`src/rtl/mem_rd_streamer.sv`:
```
// mem_rd_streamer
//   Reads a burst of consecutive words from a synchronous memory and
//   streams them out on a valid/ready interface through a small FIFO.
//   The memory returns data one cycle after the address is presented.
//   That data is not self-qualified, so a single in-flight bit marks
//   which cycles carry a word to push.
//   A read is issued only when the FIFO plus the in-flight word still
//   has room. Because of this the FIFO can never overflow, whatever
//   pattern the downstream ready signal follows.
//
// Ports
//   clk, rst_n       clock shared with the memory; async active-low reset
//   start            one-cycle burst request, honoured only when idle
//   base_addr        first word address of the burst
//   length           number of words in the burst (0 allowed)
//   busy             high from the cycle after the start until done inclusive
//   done             one-cycle completion pulse
//   mem_write_en     memory write enable, tied low
//   mem_addr         registered memory word address
//   mem_data_out     memory read data (mem[addr] one cycle after addr)
//   m_valid/m_ready  stream handshake
//   m_data           stream data from the FIFO head
//   m_last           marks the final beat of the burst
module mem_rd_streamer #(
  parameter int WIDTH      = 64,
  parameter int FIFO_DEPTH = 4
) (
  input  logic             clk,
  input  logic             rst_n,
  input  logic             start,
  input  logic [31:0]      base_addr,
  input  logic [15:0]      length,
  output logic             busy,
  output logic             done,
  output logic             mem_write_en,
  output logic [31:0]      mem_addr,
  input  logic [WIDTH-1:0] mem_data_out,
  output logic             m_valid,
  input  logic             m_ready,
  output logic [WIDTH-1:0] m_data,
  output logic             m_last
);

  localparam int PW = (FIFO_DEPTH > 1) ? $clog2(FIFO_DEPTH) : 1;
  localparam int CW = $clog2(FIFO_DEPTH + 1);

  typedef enum logic [1:0] {IDLE, RUN, DONE} state_t;

  state_t           state_q;
  logic             busy_q;
  logic             done_q;
  logic [15:0]      len_q;
  logic [15:0]      issued_q;
  logic [15:0]      popped_q;
  logic [31:0]      addr_q;
  logic             inflight_q;
  logic [PW-1:0]    wr_ptr_q;
  logic [PW-1:0]    rd_ptr_q;
  logic [CW-1:0]    count_q;
  logic [WIDTH-1:0] fifo_q [FIFO_DEPTH];

  logic issue_d;
  logic push_d;
  logic pop_d;
  logic last_beat_d;

  // Pointer advance with an explicit wrap, so depths that are not a
  // power of two also wrap correctly.
  function automatic logic [PW-1:0] ptrInc(input logic [PW-1:0] p);
    return (p == PW'(FIFO_DEPTH - 1)) ? '0 : p + PW'(1);
  endfunction

  // The in-flight word is counted as occupied space, so the returning
  // word always finds room in the FIFO.
  always_comb begin
    issue_d     = (state_q == RUN) && (issued_q < len_q) &&
                  ((int'(count_q) + int'(inflight_q)) < FIFO_DEPTH);
    push_d      = inflight_q;
    pop_d       = m_valid && m_ready;
    last_beat_d = (popped_q == (len_q - 16'd1));
  end

  assign busy         = busy_q;
  assign done         = done_q;
  assign mem_write_en = 1'b0;
  assign mem_addr     = addr_q;
  assign m_valid      = (state_q == RUN) && (count_q != '0);
  assign m_data       = fifo_q[rd_ptr_q];
  assign m_last       = m_valid && last_beat_d;

  // The FIFO storage needs no reset: the occupancy count qualifies it.
  always_ff @(posedge clk) begin
    if (push_d) begin
      fifo_q[wr_ptr_q] <= mem_data_out;
    end
  end

  // Burst control FSM together with the address, counter and FIFO bookkeeping.
  always_ff @(posedge clk or negedge rst_n) begin
    if (!rst_n) begin
      state_q    <= IDLE;
      busy_q     <= 1'b0;
      done_q     <= 1'b0;
      len_q      <= '0;
      issued_q   <= '0;
      popped_q   <= '0;
      addr_q     <= '0;
      inflight_q <= 1'b0;
      wr_ptr_q   <= '0;
      rd_ptr_q   <= '0;
      count_q    <= '0;
    end else begin
      inflight_q <= issue_d;

      if (push_d) begin
        wr_ptr_q <= ptrInc(wr_ptr_q);
      end
      if (pop_d) begin
        rd_ptr_q <= ptrInc(rd_ptr_q);
      end
      if (push_d && !pop_d) begin
        count_q <= count_q + CW'(1);
      end else if (!push_d && pop_d) begin
        count_q <= count_q - CW'(1);
      end

      unique case (state_q)
        IDLE: begin
          if (start) begin
            len_q    <= length;
            addr_q   <= base_addr;
            issued_q <= '0;
            popped_q <= '0;
            busy_q   <= 1'b1;
            if (length == 16'd0) begin
              state_q <= DONE;
              done_q  <= 1'b1;
            end else begin
              state_q <= RUN;
            end
          end
        end
        RUN: begin
          // The address wraps silently past 0xFFFFFFFF.
          if (issue_d) begin
            addr_q   <= addr_q + 32'd1;
            issued_q <= issued_q + 16'd1;
          end
          if (pop_d) begin
            popped_q <= popped_q + 16'd1;
            if (last_beat_d) begin
              state_q <= DONE;
              done_q  <= 1'b1;
            end
          end
        end
        DONE: begin
          state_q <= IDLE;
          busy_q  <= 1'b0;
          done_q  <= 1'b0;
        end
        default: begin
          state_q <= IDLE;
          busy_q  <= 1'b0;
          done_q  <= 1'b0;
        end
      endcase
    end
  end

endmodule

```
`config.mk`:
```
export PLATFORM = sky130hd
export DESIGN_NAME = mem_rd_streamer
export DESIGN_NICKNAME = d
export VERILOG_FILES = /design/src/rtl/mem_rd_streamer.sv
export SDC_FILE = /design/constraint.sdc
export NUM_CORES = 1
export LEC_CHECK = 0
export CORE_MARGIN = 1
export CORE_UTILIZATION = 49
export DETAILED_ROUTE_END_ITERATION = 10
export PLACE_DENSITY = 0.76
export SYNTH_ARGS = -nofsm -noshare
export SYNTH_HDL_FRONTEND = slang
export SYNTH_SLANG_ARGS = --single-unit
```
`constraint.sdc`:
```
create_clock -name clk -period 2.65 [get_ports clk]
set_input_delay 0.53 -clock clk [delete_from_list [all_inputs] [get_ports clk]]
set_output_delay 0.53 -clock clk [all_outputs]
set_load 0.03 [all_outputs]
```
==> flow_summary.json, run 1 <==
{
  "outcome": "finished, violations left",
  "violations": "setup timing",
  "routed_wl_mm": 35.15,
  "pin_count": 217,
  "viasPerCell": 5.698,
  "seqCellArea_um2": 9995,
  "fillers": 2065,
  "ys_types": 64,
  "maxSlewViolCount": 0,
  "ir_drop_uv": 633.4,
  "stdcell_area_um2": 19430,
  "yosys-mux-area-fraction_pct": 10.14,
  "vias": 9720,
  "final_common_cell": "edfxtp_1",
  "cp_data_arrival_time_ns": 2.74,
  "hp-class": "in2async",
  "worst_slack_ns": -0.6223,
  "cts_tree": "done",
  "grt_pass1_wl_mm": 54.01,
  "placedCellCount": 1618,
  "end_kind": "output port",
  "slowest_delay_ns": 0.59,
  "cts_max_level": 2,
  "die_area_um2": 30990,
  "grt_pass1_vias": 9719,
  "synth-main-ff-cell": "edfxtp_1",
  "synthAdderAreaFrac_pct": 2.242,
  "gp_congestion": 0.8816,
  "grtUsageTotal_pct": 22.78,
  "ctsLongestPathBuffers": 3,
  "path_cells": "or4_4 -> buf_6 -> nor4_4 -> xnor2_1 -> nor4_1 -> nand4_2 -> nor2_4 -> buf_6",
  "powerDensity_nw_per_um2": 1067,
  "startpoint_type": "register",
  "numClockSinks": 348,
  "placed_cell_area_um2": 17870,
  "fin_skew_ns": 0.01879,
  "ys_warn_count": 0,
  "holdBufCountCts": 0,
  "routedWlPerCell_um": 20.60,
  "final_antenna_net_count": 0,
  "syn-num-nets": 1138,
  "cpMaxStageDelayCell": "or4_4",
  "io_buffers": 215,
  "layout-drive-gt1-share_pct": 22.97,
  "crit_required_ns": 2.12,
  "crit_top_cell": "buf_6",
  "p_leak_nw": 7.270,
  "rsz0062_at_grt": "yes",
  "critPathMaxFanout": 4,
  "netlist_area_um2": 14840,
  "clk_latency_ns": 0.52,
  "gr-total-overflow": 0,
  "final_cell_mix": "edfxtp_1 (256), clkdlybuf4s50_1 (148), dfrtp_1 (90), nand2_1 (86)",
  "worstSetupPathType": "reg2out",
  "finalPower_mw": 20.73,
  "syn_inst": 996,
  "dp_hpwl_mm": 22.43,
  "postSynth.asyncResetShare_pct": 26.44,
  "yosys.area_share.simple_pct": 8.523,
  "max_freq_ghz": 0.3056,
  "ys_ff_latch": 348,
  "max_slew_margin_pct": 49.48,
  "dr.pass1.iters": 5,
  "min_period_over_period_pct": 123.5,
  "holdWs_ns": 0.07536,
  "core-area_um2": 29720,
  "synth_compound_area_share_pct": 7.714,
  "synthXorXnorAreaFrac_pct": 2.006,
  "start_util_pct": 49.94,
  "utilization_pct": 65.39,
  "avgSynthCellArea_um2": 14.90,
  "min_period_ns": 3.272,
  "ys_seq_area_share_pct": 67.31,
  "synth_edf_count": 256,
  "syn_to_final_growth_pct": 30.92,
  "cts_root_buf": "clkbuf_16",
  "finalHoldViolations": 0,
  "ff2ff_path_depth": 10,
  "die_h_um": 176.0,
  "die_x_um": 176.0,
  "antenna_found_initial": 2,
  "grt_max_degree": 81,
  "max_slew.worst_pin.slew_ns": 0.7579,
  "drcViolationCount": 0,
  "cts-buffers-inserted": 37,
  "finalNonFillerCells": 1706,
  "clk_pin_slew_ns": 0.06,
  "dr.first_iter.drc_count": 743,
  "multi_input_area_um2": 4676,
  "synth_top_family_by_area": "multiplexers",
  "placementRows": 63,
  "setup_violations": 1,
  "fin_nets": 1428,
  "max_cap_violations": 0
}
-- sequential cells by signal (all words and copies together) (netlist names) --
name and cells:
count_q 3, popped_q 16, done 1, wr_ptr_q 2, mem_addr 32, busy 1
fifo_q 256, rd_ptr_q 2, inflight_q 1, issued_q 16, state_q 2, len_q 16
-- path summary, 6_finish.rpt --
kind	to	slack [ns]	startpoint
min in group clk	count_q[2]	0.52	count_q[2]
hold / removal	len_q[9]	0.08	rst_n
setup reg to reg	state_q[0]	0.13	len_q[3]
max in group asynchronous	mem_addr[20]	1.80	rst_n
hold reg to reg	count_q[2]	0.52	count_q[2]
setup / recovery	m_last	-0.62	len_q[3]
-- cell type report --
| type | count | area share, % |
|---|---|---|
| clock buffer | 49 | 5.151 |
| inverter | 31 | 0.6246 |
| antenna | 1 | 0.01288 |
| tap | 390 | 2.511 |
| timing repair buffer | 297 | 15.18 |
| clock inverter | 19 | 1.017 |
| multi-input combinational | 571 | 24.06 |
| sequential | 348 | 51.44 |
-- per-layer routing --
layer  global-route usage, %  part of all wire, %  vias up
met1                   31.00                   42     4813
met5                       0                0.028        -
met3                   4.823                  7.6       62
met2                   36.55                   48      390
met4                   7.717                  2.6        2
li1                        -                    -     4453
-- per-stage QoR --
stage,TNS [ns],setup slack (ns)
floorplan,-0.09973,-0.09973
global placement,-0.1947,-0.1947
detailed placement,-0.2326,-0.2326
CTS,-2.739,-0.5555
global route,-1.081,-0.7236
finish,-0.6223,-0.6223
-- cell usage after synthesis, types with 3 or more instances --
library cell  count  area share (%)
o22ai_1          14            0.59
o31a_1            3            0.18
xnor2_1          12            0.71
or4_1             3            0.15
nor4_1            9            0.38
mux2_2            3            0.23
dfrtp_1          92              16
nand2b_1          8            0.34
inv_1            31            0.78
nor4_2            3            0.25
xor2_1           22             1.3
o21ai_0          58             2.0
o211ai_1          5            0.25
a21o_1           10            0.51
nor3_1            7            0.24
and3_1           11            0.46
a21oi_1          64             2.2
nand3_1          40             1.3
clkbuf_1         29            0.73
and2_1            9            0.38
ha_1             25             2.1
buf_2             5            0.17
and4_1            3            0.18
o31ai_1           3            0.15
or3_1             7            0.30
mux2i_1           3            0.20
nand4_1          16            0.67
nand2_1          87             2.2
buf_1            10            0.25
mux4_2           64             9.7
nor2_1           37            0.94
a31oi_1           5            0.21
a22oi_1           4            0.20
edfxtp_1        256              52
-- repair_timing --
action | in CTS | in global routing
cloned | 3 | 2
gates resized for setup | 313 | 39
pin swaps | 12 | 3
buffers inserted | 10 | 5
endpoints found under the setup margin | 62 | 47
-- critical path, delay by kind of cell, from the launching register on --
family                    cells  cell delay [ns]
DFF                           1             0.38
buffers and inverters         2             0.30
xor gates and xnor gates      1             0.13
and+or+nand+nor               5             1.42
-- cells by family after synthesis --
logic type / Yosys count
adder cells (fa/ha/maj): 26
other: 1
multiplexers: 70
AND/OR/NAND/NOR: 251
flip-flops: 348
XOR/XNOR: 34
buffers and inverters: 77
AO/OA/AOI/OAI: 189
-- report_power, final --
part           internal [mW]  switching, mW
Combinational           3.40           4.48
Sequential              7.23          0.587
Clock                   2.98           2.06
Power figures use the tool's default switching activity.
==> run 2, diff against run 1 <==
--- a/config.mk
+++ b/config.mk
@@ -5,9 +5,12 @@
 export SDC_FILE = /design/constraint.sdc
 export NUM_CORES = 1
 export LEC_CHECK = 0
+export CAP_MARGIN = 20
+export CORE_ASPECT_RATIO = 0.9
 export CORE_MARGIN = 1
 export CORE_UTILIZATION = 49
 export DETAILED_ROUTE_END_ITERATION = 10
+export MAX_ROUTING_LAYER = met4
 export PLACE_DENSITY = 0.76
 export SYNTH_ARGS = -nofsm -noshare
 export SYNTH_HDL_FRONTEND = slang
==> run 2 against run 1 <==
Effect of this change: the run still ends with setup timing left; clock power grew 2%; sequential share of layout area grew 0.28 points; flip-flop and latch count is the same; critical path depth shrank 1; worst setup slack gained 0.087 ns; final cell count grew 0.47%; clock skew shrank 0.0029 ns; die area is essentially flat; sequential power is essentially flat; largest cell class unchanged.
==> flow_summary.json, run 2 (same netlist as run 1, synthesis figures left out) <==
{
  "outcome": "finished, violations left",
  "violations": "setup timing",
  "critPathMaxFanout": 3,
  "max_slew_margin_pct": 50.94,
  "fillers": 2134,
  "hp-class": "reg2reg",
  "holdPathEnd": "busy",
  "finalPower_mw": 20.70,
  "viasPerCell": 5.669,
  "cts_tree": "done",
  "maxSlewViolCount": 0,
  "max_freq_ghz": 0.3140,
  "routedWlPerCell_um": 20.96,
  "ff2ff_path_depth": 9,
  "reg2reg_slack_ns": 0.10,
  "reg2reg_from": "len_q[11]",
  "placed_cell_area_um2": 17910,
  "pin_count": 217,
  "ctsLongestPathBuffers": 3,
  "vias": 9717,
  "fin_nets": 1423,
  "grt_max_degree": 84,
  "hp-start": "busy",
  "core-area_um2": 29800,
  "largest_register_ffs": 256,
  "top_register": "fifo_q",
  "crit_required_ns": 2.12,
  "internal_power_mw": 13.52,
  "min_period_over_period_pct": 120.2,
  "cts-buffers-inserted": 36,
  "grt_pass1_vias": 9726,
  "reg2reg_to": "mem_addr[13]",
  "ir_drop_uv": 716.5,
  "finalHoldViolations": 0,
  "grtUsageTotal_pct": 23.81,
  "gp_congestion": 0.8848,
  "end_kind": "output port",
  "cts_root_buf": "clkbuf_16",
  "setup_tns_ns": -0.5351,
  "p_sw_share_pct": 34.67,
  "placementRows": 60,
  "startpoint_type": "register",
  "worst_slack_ns": -0.5351,
  "holdWs_ns": 0.4795,
  "antenna_found_initial": 4,
  "p_leak_nw": 7.208,
  "power.switching_mw": 7.175,
  "final_common_cell": "edfxtp_1",
  "syn_to_final_growth_pct": 30.21,
  "die_h_um": 167.1,
  "max_cap_violations": 0,
  "grt_pass1_wl_mm": 54.17,
  "layout-drive-gt1-share_pct": 23.18,
  "stdcell_area_um2": 19330,
  "powerDensity_nw_per_um2": 1071,
  "dp_hpwl_mm": 23.29,
  "p_comb_share_pct": 37.2,
  "cts_max_level": 2,
  "io_buffers": 215,
  "rsz0062_at_grt": "yes",
  "worstHoldPathCells": 1,
  "dr.first_iter.drc_count": 781,
  "cp_data_arrival_time_ns": 2.66,
  "min_period_ns": 3.185,
  "clk_pin_slew_ns": 0.06,
  "place_ws_ns": -0.1522,
  "seq_power_share_pct": 37.9,
  "numClockSinks": 348,
  "die_x_um": 185.5,
  "max_slew.worst_pin.slew_ns": 0.7359,
  "dr.pass1.iters": 5,
  "gr-total-overflow": 0,
  "worstSetupPathType": "reg2out",
  "start_util_pct": 49.80,
  "setup_violations": 1,
  "clkPwrFrac_pct": 24.9,
  "final_cell_mix": "edfxtp_1 (256), clkdlybuf4s50_1 (148), dfrtp_1 (90), nand2_1 (86), buf_4 (68)",
  "die_area_um2": 30990,
  "clk_latency_ns": 0.52,
  "routed_wl_mm": 35.92,
  "final_antenna_net_count": 0,
  "drcViolationCount": 0,
  "fin_skew_ns": 0.01585
}
==> run 2: worst max-delay path, stage by stage (launching register included) <==
cell and delay [ns]:
dfrtp_1 0.40, or4_4 0.54, o31a_1 0.32, or3_1 0.40
nand3_2 0.10, nand4_2 0.12, nor2_4 0.12, buf_6 0.14
==> run 2: power by group through the flow <==
stage	registers, mW	logic (mW)	clock network [mW]
after CTS	7.84	7.51	5.26
after global placement	7.83	7.58	0
after global routing	7.95	8.19	5.44
after detailed placement	7.92	7.68	0
after floorplan	7.88	4.58	0
final	7.84	7.70	5.16
==> run 2: worst max path at each step <==
stage / from / endpoint / slack (ns) / cells past startpoint
finish: len_q[4] / m_last / -0.54 / 7
global route: len_q[0] / m_last / -0.63 / 9
CTS: len_q[0] / m_last / -0.55 / 8
detailed placement: len_q[1] / m_last / -0.15 / 7
global placement: len_q[0] / m_last / -0.13 / 7
floorplan: len_q[0] / m_last / -0.1 / 7
==> run 2: stage by stage <==
step | utilization [%] | cells
finish | 64.84 | 1714
detailed placement | 60.08 | 1626
global route | 64.84 | 1714
CTS | 64.40 | 1703
floorplan | - | 996
global placement | 60.08 | 1626
==> run 2: final cells by class <==
| type | instances | area [um^2] | area share [%] |
|---|---|---|---|
| Clock inverter | 22 | 264.0 | 1.366 |
| Multi-Input combinational cell | 571 | 4691 | 24.27 |
| Sequential cell | 348 | 9995 | 51.72 |
| Clock buffer | 42 | 943.4 | 4.882 |
| Antenna cell | 4 | 10.01 | 0.05179 |
| Inverter | 31 | 116.4 | 0.6021 |
| Timing Repair Buffer | 293 | 2803 | 14.50 |
| Tap cell | 403 | 504.2 | 2.609 |
==> run 2: per-layer routing <==
| layer | GRT usage [%] | wire length, um |
|---|---|---|
| met5 | - | 0 |
| met4 | 7.438 | 947 |
| met3 | 5.220 | 2850 |
| met2 | 36.80 | 16990 |
| met1 | 31.57 | 15140 |
==> run 2: what timing repair did <==
item,4_1_cts,5_1_grt
endpoints found under the setup margin,65,74
gates resized for setup,298,43
hold buffers,1,0
pin swaps,9,5
cloned,2,3
endpoints found under the hold margin,36,0
setup buffers,10,7
==> run 3, diff against run 2 <==
--- a/config.mk
+++ b/config.mk
@@ -6,12 +6,14 @@
 export NUM_CORES = 1
 export LEC_CHECK = 0
 export CAP_MARGIN = 20
+export CELL_PAD_IN_SITES_DETAIL_PLACEMENT = 1
+export CELL_PAD_IN_SITES_GLOBAL_PLACEMENT = 1
 export CORE_ASPECT_RATIO = 0.9
 export CORE_MARGIN = 1
-export CORE_UTILIZATION = 49
+export CORE_UTILIZATION = 41
 export DETAILED_ROUTE_END_ITERATION = 10
 export MAX_ROUTING_LAYER = met4
-export PLACE_DENSITY = 0.76
+export PLACE_DENSITY_LB_ADDON = 0.1
 export SYNTH_ARGS = -nofsm -noshare
 export SYNTH_HDL_FRONTEND = slang
 export SYNTH_SLANG_ARGS = --single-unit
==> run 3 against run 2 <==
Effect of this change: the flow still finishes with violations (setup timing); worst hold slack better by 0.0098 ns; fmax is 3.8% lower; worst setup slack worse by 0.12 ns; routed wire length increased by 5.8%; design area hardly changed; flip-flop and latch count unchanged; first-iteration DRC count shrank 44%; clock power is 6.4% lower; final cell count grew 4.6%; critical path type unchanged; critical endpoint unchanged.
==> flow_summary.json, run 3 (same netlist as run 1, synthesis figures left out) <==
{
  "clk_pin_slew_ns": 0.06,
  "setup_violations": 1,
  "worstSetupPathType": "reg2out",
  "seqCellArea_um2": 9995,
  "critPathMaxFanout": 2,
  "placementRows": 65,
  "core-area_um2": 35380,
  "grt_max_degree": 84,
  "max_slew.worst_pin.slew_ns": 0.7629,
  "numClockSinks": 348,
  "path_cells": "or3_4 -> or4_4 -> o31a_1 -> a2111oi_4 -> nand4_4 -> nor2_4 -> buf_6",
  "grt_pass1_wl_mm": 59.24,
  "grtUsageTotal_pct": 21.58,
  "final_common_cell": "edfxtp_1",
  "min_period_over_period_pct": 124.9,
  "startpoint_type": "register",
  "fin_nets": 1433,
  "gr-total-overflow": 0,
  "multi_input_area_um2": 4712,
  "max_cap_violations": 0,
  "finalNonFillerCells": 1792,
  "final_cell_mix": "edfxtp_1 (256), clkdlybuf4s50_1 (148), dfrtp_1 (90), nand2_1 (86), buf_4 (66)",
  "cts_root_buf": "clkbuf_16",
  "viasPerCell": 5.335,
  "min_period_ns": 3.309,
  "fillers": 3450,
  "p_leak_nw": 7.182,
  "slowest_delay_ns": 0.43,
  "ir_drop_uv": 773.1,
  "ctsLongestPathBuffers": 3,
  "start_util_pct": 41.95,
  "gp_congestion": 0.8449,
  "drcViolationCount": 0,
  "cp_data_arrival_time_ns": 2.78,
  "layout-drive-gt1-share_pct": 23.86,
  "powerDensity_nw_per_um2": 1045,
  "cpMaxStageDelayCell": "or4_4",
  "dr.pass1.iters": 5,
  "antenna_found_initial": 3,
  "final_antenna_net_count": 0,
  "cts_tree": "done",
  "io_buffers": 215,
  "finalHoldViolations": 0,
  "hp-class": "reg2reg",
  "syn_to_final_growth_pct": 30.32,
  "rsz0062_at_grt": "yes",
  "top_register": "fifo_q",
  "fin_skew_ns": 0.01448,
  "max_freq_ghz": 0.3022,
  "dp_hpwl_mm": 25.44,
  "routed_wl_mm": 38.02,
  "vias": 9560,
  "end_kind": "output port",
  "routedWlPerCell_um": 21.22,
  "die_h_um": 182.5,
  "maxSlewViolCount": 0,
  "crit_required_ns": 2.12,
  "outcome": "finished, violations left",
  "placedCellCount": 1703,
  "max_slew_margin_pct": 49.14,
  "die_area_um2": 36960,
  "pin_count": 217,
  "cts_max_level": 2,
  "grt_pass1_vias": 10129,
  "dr.first_iter.drc_count": 439,
  "clk_latency_ns": 0.53,
  "place_ws_ns": -0.3017,
  "largest_register_ffs": 256,
  "violations": "setup timing",
  "worst_slack_ns": -0.6595,
  "setup_tns_ns": -0.6595,
  "die_x_um": 202.6,
  "cts-buffers-inserted": 38
}
[run 3: cell types whose count changed in the layout (fill, tap and decap cells not counted), sizes merged]
cell,previous run,this run
clkinv,15,21
bufbuf,1,0
bufinv,5,0
diode,4,3
clkinvlp,0,3
inv,33,32
clkdlybuf4s15,10,2
buf,123,148
clkbuf,49,46
dlygate4sd2,3,0
[run 3: per-layer routing]
| layer | vias up | GRT usage (%) | wire length (um) |
|---|---|---|---|
| li1 | 4461 | - | - |
| met1 | 4865 | 28.68 | 17140 |
| met2 | 188 | 33.84 | 18190 |
| met3 | 46 | 4.857 | 2026 |
| met4 | 0 | 5.053 | 655 |
| met5 | - | - | 0 |
[run 3: area by class of cell]
| type | instances | share of cell area [%] |
|---|---|---|
| antenna | 3 | 0.03881 |
| clock buffer | 44 | 5.136 |
| clock inverter | 25 | 0.6922 |
| inverter | 31 | 0.6469 |
| multi-input combinational | 571 | 24.36 |
| sequential | 348 | 51.67 |
| tap | 469 | 3.034 |
| timing repair buffer | 301 | 14.42 |
[run 3: path summary, 6_finish.rpt]
kind	start	endpoint	slack, ns	depth (start not counted)
min	busy	busy	0.49	1
min reg2reg	busy	busy	0.49	1
max	len_q[9]	m_last	-0.66	7
max in group asynchronous	rst_n	mem_addr[5]	1.41	3
max reg2reg	len_q[1]	issued_q[15]	0.14	12
min in group asynchronous	rst_n	len_q[12]	0.52	2
[run 3: where the power goes]
group          internal [mW]  switching (mW)  leakage [nW]
registers               7.22           0.586          3.42
clock network           2.69            2.14         0.554
logic                   3.09            4.49          3.21
total                   13.0            7.21          7.18
[run 3: critical path: cells and delay by family (launching register included)]
kind,cells,cell delay (ns)
AO/OA/AOI/OAI,2,0.56
buffers and inverters,1,0.13
AND/OR/NAND/NOR,4,1.17
flip-flops,1,0.39
[run 3: repair_timing]
| action | in CTS | in global routing |
|---|---|---|
| cloned | 1 | 2 |
| hold endpoints to repair | 35 | 0 |
| setup buffers | 11 | 2 |
| endpoints found under the setup margin | 61 | 66 |
| resized for setup | 259 | 74 |
| pin swaps | 9 | 13 |
| hold buffers | 1 | 0 |
[run 3: stage by stage]
| step | total power [mW] | util [%] | area (um^2) | hold WS [ns] |
|---|---|---|---|---|
| after floorplan | 12.46 | - | 14850 | 0.2344 |
| after global placement | 15.75 | 51.20 | 18110 | 0.4637 |
| after detailed placement | 15.88 | 51.20 | 18110 | 0.4782 |
| after CTS | 20.57 | 54.75 | 19370 | 0.4929 |
| after global routing | 21.26 | 54.67 | 19340 | 0.5301 |
| final | 20.21 | 54.67 | 19340 | 0.4893 |
==> RTL change: new RTL, config.mk and constraints of run 1 <==
The parameter `WIDTH` goes from 64 to 32.
--- a/src/rtl/mem_rd_streamer.sv
+++ b/src/rtl/mem_rd_streamer.sv
@@ -23,5 +23,5 @@
 //   m_last           marks the final beat of the burst
 module mem_rd_streamer #(
-  parameter int WIDTH      = 64,
+  parameter int WIDTH      = 32,
   parameter int FIFO_DEPTH = 4
 ) (
Ports: changed (resized m_data and mem_data_out); port bits go from 217 to 153. The function was not compared with the original's and may differ.
==> RTL change against run 1 <==
The flow still finishes with violations (negative setup slack). Register-to-register slack worse by 250 ps. Sequential power decreased by 32%. Wire length decreased by 34%. Area after synthesis fell by 31%. Sequential share of layout area shrank 5.0 points. Combinational power decreased by 19%. Setup slack lost 300 ps. Global-route usage is 1.2 points lower. Sequential cell count fell by 128. Cell area is 32% lower. First-iteration DRC count down 40%. Core utilization decreased by 0.21 points. Power shrank 28%.
==> RTL change: results (changes against run 1) <==
outcome: "finished with violations"
violations: "negative setup slack"
r2r_setup_slack_ps: -120  # -250 ps
synthTopCellsByCount: "edfxtp_1 (128), dfrtp_1 (92), nand2_1 (81)"
synth_fa_ha_area_share_pct: 3.26  # +1.0 points
place.gp.congestion: 0.850  # -3.6%
nets: 1134  # -21%
numCtsBuffers: 24  # -35%
synth_cell_types: 59  # -7.8%
p_leak_nw: 5.15  # -29%
num_antenna_cells: 0  # -1
drive_above_1_share_pct: 18.6  # -4.3 points
largest_reg_flops: 128  # -50%
fin_skew_ps: 11.4  # -7.41 ps
power.density_nw_per_um2: 1120  # +5.4%
ctsHoldBuffers: 1  # +1
fin_ws_ps: -925  # -303 ps
synth_compound_area_share_pct: 10.3  # +2.5 points
setup-tns-final_ps: -1150  # -532 ps
drtIter0Drc: 445  # -40%
crit-reg2reg-launch: "len_q[1]"
pwr-share-seq_pct: 35.8  # -1.9 points
routedWlPerCell_um: 17.7  # -14%
use_met2_pct: 36.7  # +0.12 points
start_util_pct: 50.2  # +0.28 points
numPortBuffers: 151  # -30%
synth_nets: 936  # -18%
synth_edf_count: 128  # -50%
wl_met2_mm: 11.3  # -32%
grt_max_degree: 77  # -4.9%
firstDrtPassIters: 4  # -1
met3_usage_pct: 3.72  # -1.1 points
use_met1_pct: 29.4  # -1.6 points
tightest_slew_ps: 683  # -75.1 ps
place_hpwl_mm: 15.7  # -30%
top_layer: "met4"
power.clock.total_mw: 3.19  # -37%
ir_drop_mv: 0.884  # +40%
worst-path-max-fanout: 3  # -1
fillCellCount: 1521  # -26%
cts_resized: 13  # -96%
synth-xor-area-share_pct: 3.78  # +1.8 points
setup_viol: 4  # +3
reg2regPathDepth: 11  # +1
grt_pass1_vias: 7264  # -25%
critical_path.max_stage_delay_ps: 390  # -200 ps
==> RTL change: area by class of cell <==
cell class / instances / area [um2] / area share [%]
well taps: 270 / 338 / 2.55
clock buffers: 29 / 619 / 4.68
inverters: 29 / 109 / 0.823
clock inverters: 14 / 133 / 1.00
multi-input cells: 537 / 3930 / 29.7
flip-flops and latches: 220 / 6150 / 46.5
repair buffers: 212 / 1960 / 14.8
==> RTL change: metrics by stage <==
| stage | utilization [%] | hold slack (ps) | setup slack [ps] | cell area, um2 | cells |
|---|---|---|---|---|---|
| CTS | 64.8 | 511 | -919 | 13100 | 1310 |
| finish | 65.2 | 509 | -925 | 13200 | 1311 |
| detailed placement | 60.6 | 519 | -587 | 12300 | 1263 |
| global route | 65.2 | 531 | -1030 | 13200 | 1311 |
| floorplan | - | 234 | -318 | 10200 | 826 |
| global placement | 60.6 | 510 | -549 | 12300 | 1263 |
